**config.mk**
```make
export PLATFORM = sky130hd
export DESIGN_NAME = led_mmio
export DESIGN_NICKNAME = d
export VERILOG_FILES = /design/src/rtl/led_mmio_pkg.sv /design/src/rtl/led_prescaler.sv /design/src/rtl/led_mmio.sv
export SDC_FILE = /design/constraint.sdc
export NUM_CORES = 1
export LEC_CHECK = 0
export CAP_MARGIN = 10
export CORE_ASPECT_RATIO = 1.2
export CORE_UTILIZATION = 50
export CTS_CLUSTER_DIAMETER = 120
export DETAILED_ROUTE_END_ITERATION = 10
export PLACE_DENSITY = 0.78
export SKIP_LAST_GASP = 1
export SYNTH_ARGS = -nofsm -noshare
export SYNTH_HDL_FRONTEND = slang
export SYNTH_SLANG_ARGS = --single-unit
export TNS_END_PERCENT = 5
```
**constraint.sdc**
```tcl
create_clock -name clk -period 7.8 [get_ports clk]
set_input_delay 1.95 -clock clk [delete_from_list [all_inputs] [get_ports clk]]
set_output_delay 1.95 -clock clk [all_outputs]
set_load 0.005 [all_outputs]
```
**src/rtl/led_mmio_pkg.sv**
```systemverilog
// Shared definitions for the memory-mapped LED peripheral: register offsets,
// CTRL bit positions and the rotate helper.
package led_mmio_pkg;

  localparam logic [1:0] LED_DATA_OFS = 2'd0;
  localparam logic [1:0] CTRL_OFS     = 2'd1;
  localparam logic [1:0] PERIOD_OFS   = 2'd2;
  localparam logic [1:0] STATUS_OFS   = 2'd3;

  localparam int CTRL_ROT_EN = 0;
  localparam int CTRL_DIR    = 1;

  typedef enum logic {
    ROT_LEFT  = 1'b0,
    ROT_RIGHT = 1'b1
  } rot_dir_t;

  function automatic logic [7:0] rotate8(logic [7:0] v, rot_dir_t dir);
    return (dir == ROT_RIGHT) ? {v[0], v[7:1]} : {v[6:0], v[7]};
  endfunction

endpackage

```
**src/rtl/led_prescaler.sv**
```systemverilog
// Rotation prescaler: pulses tick once every max(period,1) enabled cycles.
module led_prescaler #(
  parameter int DIV_WIDTH = 24
) (
  input  logic                 clk,
  input  logic                 reset,
  input  logic                 en,
  input  logic                 clr,
  input  logic [DIV_WIDTH-1:0] period,
  output logic                 tick
);

  logic [DIV_WIDTH-1:0] count_q, count_d;
  logic [DIV_WIDTH-1:0] count_max;

  always_comb begin
    // a programmed period of 0 behaves like 1 (tick every cycle)
    count_max = (period == '0) ? '0 : period - DIV_WIDTH'(1);
    tick      = en && (count_q == count_max);
    count_d   = count_q + DIV_WIDTH'(1);
    if (!en || clr || tick) begin
      count_d = '0;
    end
  end

  always_ff @(posedge clk) begin
    if (reset) begin
      count_q <= '0;
    end else begin
      count_q <= count_d;
    end
  end

endmodule

```
**src/rtl/led_mmio.sv**
```systemverilog
// LED peripheral on the core's data port: four-word register window with
// optional hardware rotation of the LED pattern and a rotation counter.
module led_mmio
  import led_mmio_pkg::*;
#(
  parameter logic [31:0]          BASE_ADDR      = 32'hFFFF_FF00,
  parameter int                   DIV_WIDTH      = 24,
  parameter logic [DIV_WIDTH-1:0] DEFAULT_PERIOD = DIV_WIDTH'(50)
) (
  input  logic        clk,
  input  logic        reset,
  input  logic        MemWrite,
  input  logic [31:0] DataAdr,
  input  logic [31:0] WriteData,
  output logic [31:0] ReadData,
  output logic        hit,
  output logic [7:0]  led
);

  logic [7:0]           led_data_q, led_data_d;
  logic [1:0]           ctrl_q, ctrl_d;
  logic [DIV_WIDTH-1:0] period_q, period_d;
  logic [15:0]          rotcnt_q, rotcnt_d;

  logic       wr_en;
  logic [1:0] ofs;
  logic       wr_led, wr_ctrl, wr_period;
  logic       tick;
  logic [31:0] period_rd;
  logic       unused_bits;

  assign hit         = (DataAdr[31:4] == BASE_ADDR[31:4]);
  assign ofs         = DataAdr[3:2];
  assign wr_en       = MemWrite && hit;
  assign wr_led      = wr_en && (ofs == LED_DATA_OFS);
  assign wr_ctrl     = wr_en && (ofs == CTRL_OFS);
  assign wr_period   = wr_en && (ofs == PERIOD_OFS);
  assign unused_bits = ^{DataAdr[1:0], WriteData};

  led_prescaler #(
    .DIV_WIDTH(DIV_WIDTH)
  ) u_prescaler (
    .clk    (clk),
    .reset  (reset),
    .en     (ctrl_q[CTRL_ROT_EN]),
    .clr    (wr_ctrl || wr_period),
    .period (period_q),
    .tick   (tick)
  );

  always_comb begin
    led_data_d = led_data_q;
    ctrl_d     = ctrl_q;
    period_d   = period_q;
    rotcnt_d   = rotcnt_q;

    // a store to LED_DATA in a tick cycle wins and the tick is dropped
    if (wr_led) begin
      led_data_d = WriteData[7:0];
    end else if (tick) begin
      led_data_d = rotate8(led_data_q, rot_dir_t'(ctrl_q[CTRL_DIR]));
      rotcnt_d   = rotcnt_q + 16'd1;
    end

    if (wr_ctrl) begin
      ctrl_d = WriteData[1:0];
    end
    if (wr_period) begin
      period_d = WriteData[DIV_WIDTH-1:0];
    end
  end

  always_ff @(posedge clk) begin
    if (reset) begin
      led_data_q <= '0;
      ctrl_q     <= '0;
      period_q   <= DEFAULT_PERIOD;
      rotcnt_q   <= '0;
    end else begin
      led_data_q <= led_data_d;
      ctrl_q     <= ctrl_d;
      period_q   <= period_d;
      rotcnt_q   <= rotcnt_d;
    end
  end

  always_comb begin
    period_rd                  = '0;
    period_rd[DIV_WIDTH-1:0]   = period_q;
    ReadData                   = '0;
    if (hit) begin
      unique case (ofs)
        LED_DATA_OFS: ReadData = {24'h0, led_data_q};
        CTRL_OFS:     ReadData = {30'h0, ctrl_q};
        PERIOD_OFS:   ReadData = period_rd;
        STATUS_OFS:   ReadData = {16'h0, rotcnt_q};
        default:      ReadData = '0;
      endcase
    end
  end

  assign led = led_data_q;

endmodule

```
==> out/qor.yml <==
run_status:
  outcome: "complete, no violations"
sta:
  setup_ws_ns: 0.941
  fin_crit_sh: 0.879
  min_period_ns: 6.86
  slew_headroom: 0.151
  rsz0062_at_grt: "no"
  setup_viol: 0
  skew_ns: 0.00579
  final_hold_viol_count: 0
  drv_slew: 0
  setup_tns_ns: 0
  tightest_slew_ns: 1.26
  fmax_ghz: 0.146
floorplanning:
  start_util: 0.513
  core_area_sq_um: 10000
  io_pins: 108
  die_height_um: 113
  num_rows: 40
  die_w_um: 94.5
  floorplan.die_area_sq_um: 10700
worst_setup_path:
  worst-path-buf-inv: 3
  slowest_delay_ns: 0.50
  crit_required_ns: 5.85
  crit_path_start_kind: "primary input"
  crit_slowest_cell: "clkdlybuf4s50_1"
  path_class: "primary input to output port"
  arrival_ns: 4.91
  cp_top_family: "simple AND/OR/NAND/NOR gates"
  endpoint_kind: "output port"
  cp_max_fo: 9
  path_cells: "clkdlybuf4s50_1, nor2_1, nand3b_1, nor4_1, nand2_1, inv_1, nand2_1, nor2_1, and2_1, clkdlybuf4s50_1"
synthesis:
  synth_edf_count: 0
  async_flop_share: 0
  ys_warn_count: 0
  ys_ff_latch: 74
  synth_ff_type: "dfxtp_1"
  synth.distinct_cells: 64
  synth.avg_cell_area_sq_um: 7.60
  synth_area_sq_um: 5140
  syn_inst: 676
  ys_seq_area_frac: 0.288
clock_network:
  cts.clk_slew.worst_paths_ns: 0.06
  cts_buffer_depth: 2
  clk_latency_ns: 0.35
  clkSinkCount: 74
  postCtsResizedCells: 0
  holdBufCountCts: 0
  htree_levels: 3
  cts_made_buffers: 9
  root_buffer: "clkbuf_16"
  tritoncts: "built"
  post_cts_buffers: 0
global_routing:
  grt_max_degree: 54
  grt.overflow.total: 0
  grt_pass1_vias: 5077
  antenna_found_initial: 0
  grt_pass1_wl_um: 25100
  groute.usage.overall: 0.300
finish:
  layout-drive-gt1-share: 0.0473
  final_cell_mix: "89 x clkdlybuf4s50_1, 79 x nand2_1, 75 x nor2_1"
  diodes: 0
  mostFrequentLayoutCell: "clkdlybuf4s50_1"
  nNetsFinal: 805
  area_delta_synth_final_pct: 22.9
drt:
  routedWlPerCell_um: 18.0
  dr.pass1.iters: 5
  routed-via-count: 5303
  routed_via_density: 6.12
  wl_um: 15600
  ant_nets: 0
  drc: 0
  detail_route.iter0.violations: 401
power_and_ir_drop:
  p_per_area_nw_per_um2: 139
  irDropWorstVdd_uv: 108
  p_leak_nw: 2.18
  finalPower_w: 0.000878
placement:
  port_buffers: 89
  pre_cts_slack_ns: 0.994
  gp_congestion: 0.974
  dp.final_hpwl_um: 11800
flow_run:
  max_cap_violations: 0
hold_path:
  holdCritPathClass: "flip-flop to flip-flop"
==> stage by stage <==
step | std cells | hold WS (ns) | cell area (sq um) | util
CTS | 866 | 0.491 | 6310 | 0.631
finish | 866 | 0.487 | 6310 | 0.631
floorplan | 683 | 0.452 | 5160 | -
global placement | 850 | 0.464 | 5990 | 0.599
global route | 866 | 0.515 | 6310 | 0.631
detailed placement | 850 | 0.482 | 5990 | 0.599
==> final cells by class <==
cell class              instances  area, sq um
flip-flops and latches         74         1480
repair buffers                 92          913
clock buffers                  10          229
fillers                       919         3700
multi-input cells             543         3380
well taps                     126          158
clock inverters                 6         90.1
inverters                      15         56.3
==> Yosys cell counts (all sizes together) (3+ instances only) <==
master	count	area, sq um
a211o	4	35.0
a211oi	3	22.5
a21o	12	90.1
a21oi	50	250
a31oi	4	25.0
and2	11	68.8
and3	14	87.6
and4	3	26.3
buf	21	129
clkbuf	30	113
dfxtp	74	1480
ha	3	37.5
inv	15	56.3
mux2i	27	270
nand2	79	297
nand2b	6	37.5
nand3	26	135
nand3b	6	45.0
nand4	33	206
nand4b	5	43.8
nor2	75	282
nor3	18	90.1
nor4	14	155
nor4b	3	32.5
o211ai	4	30.0
o21ai	18	90.1
o21bai	3	22.5
o31ai	14	105
or3	15	93.8
or3b	3	26.3
or4	11	86.3
xnor2	23	201
xor2	21	184
==> registers in the layout, indices dropped and copies added, names as in the netlist <==
signal,count
ctrl_q,2
led,8
period_q,24
rotcnt_q,16
u_prescaler.count_q,24
==> worst reg2reg max path, delay by kind of cell (launching register included) <==
family	cells	cell delay, ns
DFF	1	0.43
AOI/OAI and AO/OA	4	0.93
buffers and inverters	1	0.13
adders and majority gates	1	0.24
and+or+nand+nor	5	3.18
==> routing by layer <==
| metal | track usage | routed length [um] | vias to the layer above |
|---|---|---|---|
| li1 | - | - | 2542 |
| met1 | 0.365 | 6470 | 2541 |
| met2 | 0.520 | 7900 | 179 |
| met3 | 0.0356 | 707 | 41 |
| met4 | 0.142 | 512 | 0 |
| met5 | 0 | 0 | - |
==> kinds of logic (layout without fill, tap and decap cells) <==
logic type | count (synthesis) | after routing | share of synthesized area
AO/OA/AOI/OAI | 125 | 125 | 0.153
other | 1 | 8 | 0.000730
AND/OR/NAND/NOR | 333 | 333 | 0.352
XOR/XNOR | 45 | 45 | 0.0794
adder cells (fa/ha/maj) | 3 | 3 | 0.00731
flip-flops | 74 | 74 | 0.288
buffers and inverters | 66 | 123 | 0.0580
multiplexers | 29 | 29 | 0.0614
==> path summary, 6_finish.rpt <==
kind / depth (start not counted) / start / slack, ns / to
worst min-delay path: 2 / rotcnt_q[12] / 0.49 / rotcnt_q[12]
worst max register to register: 11 / period_q[0] / 2.84 / rotcnt_q[9]
worst min register to register: 2 / rotcnt_q[12] / 0.49 / rotcnt_q[12]
worst max-delay path: 10 / DataAdr[5] / 0.94 / ReadData[23]
==> report_power, final <==
group,leakage (nW),internal (W),switching [W]
registers,0.596,0.000378,0.000000000000329
logic,1.43,0.0000293,0.0000186
clock network,0.153,0.000281,0.000171
total,2.18,0.000688,0.000189
Power figures use the tool's default switching activity.
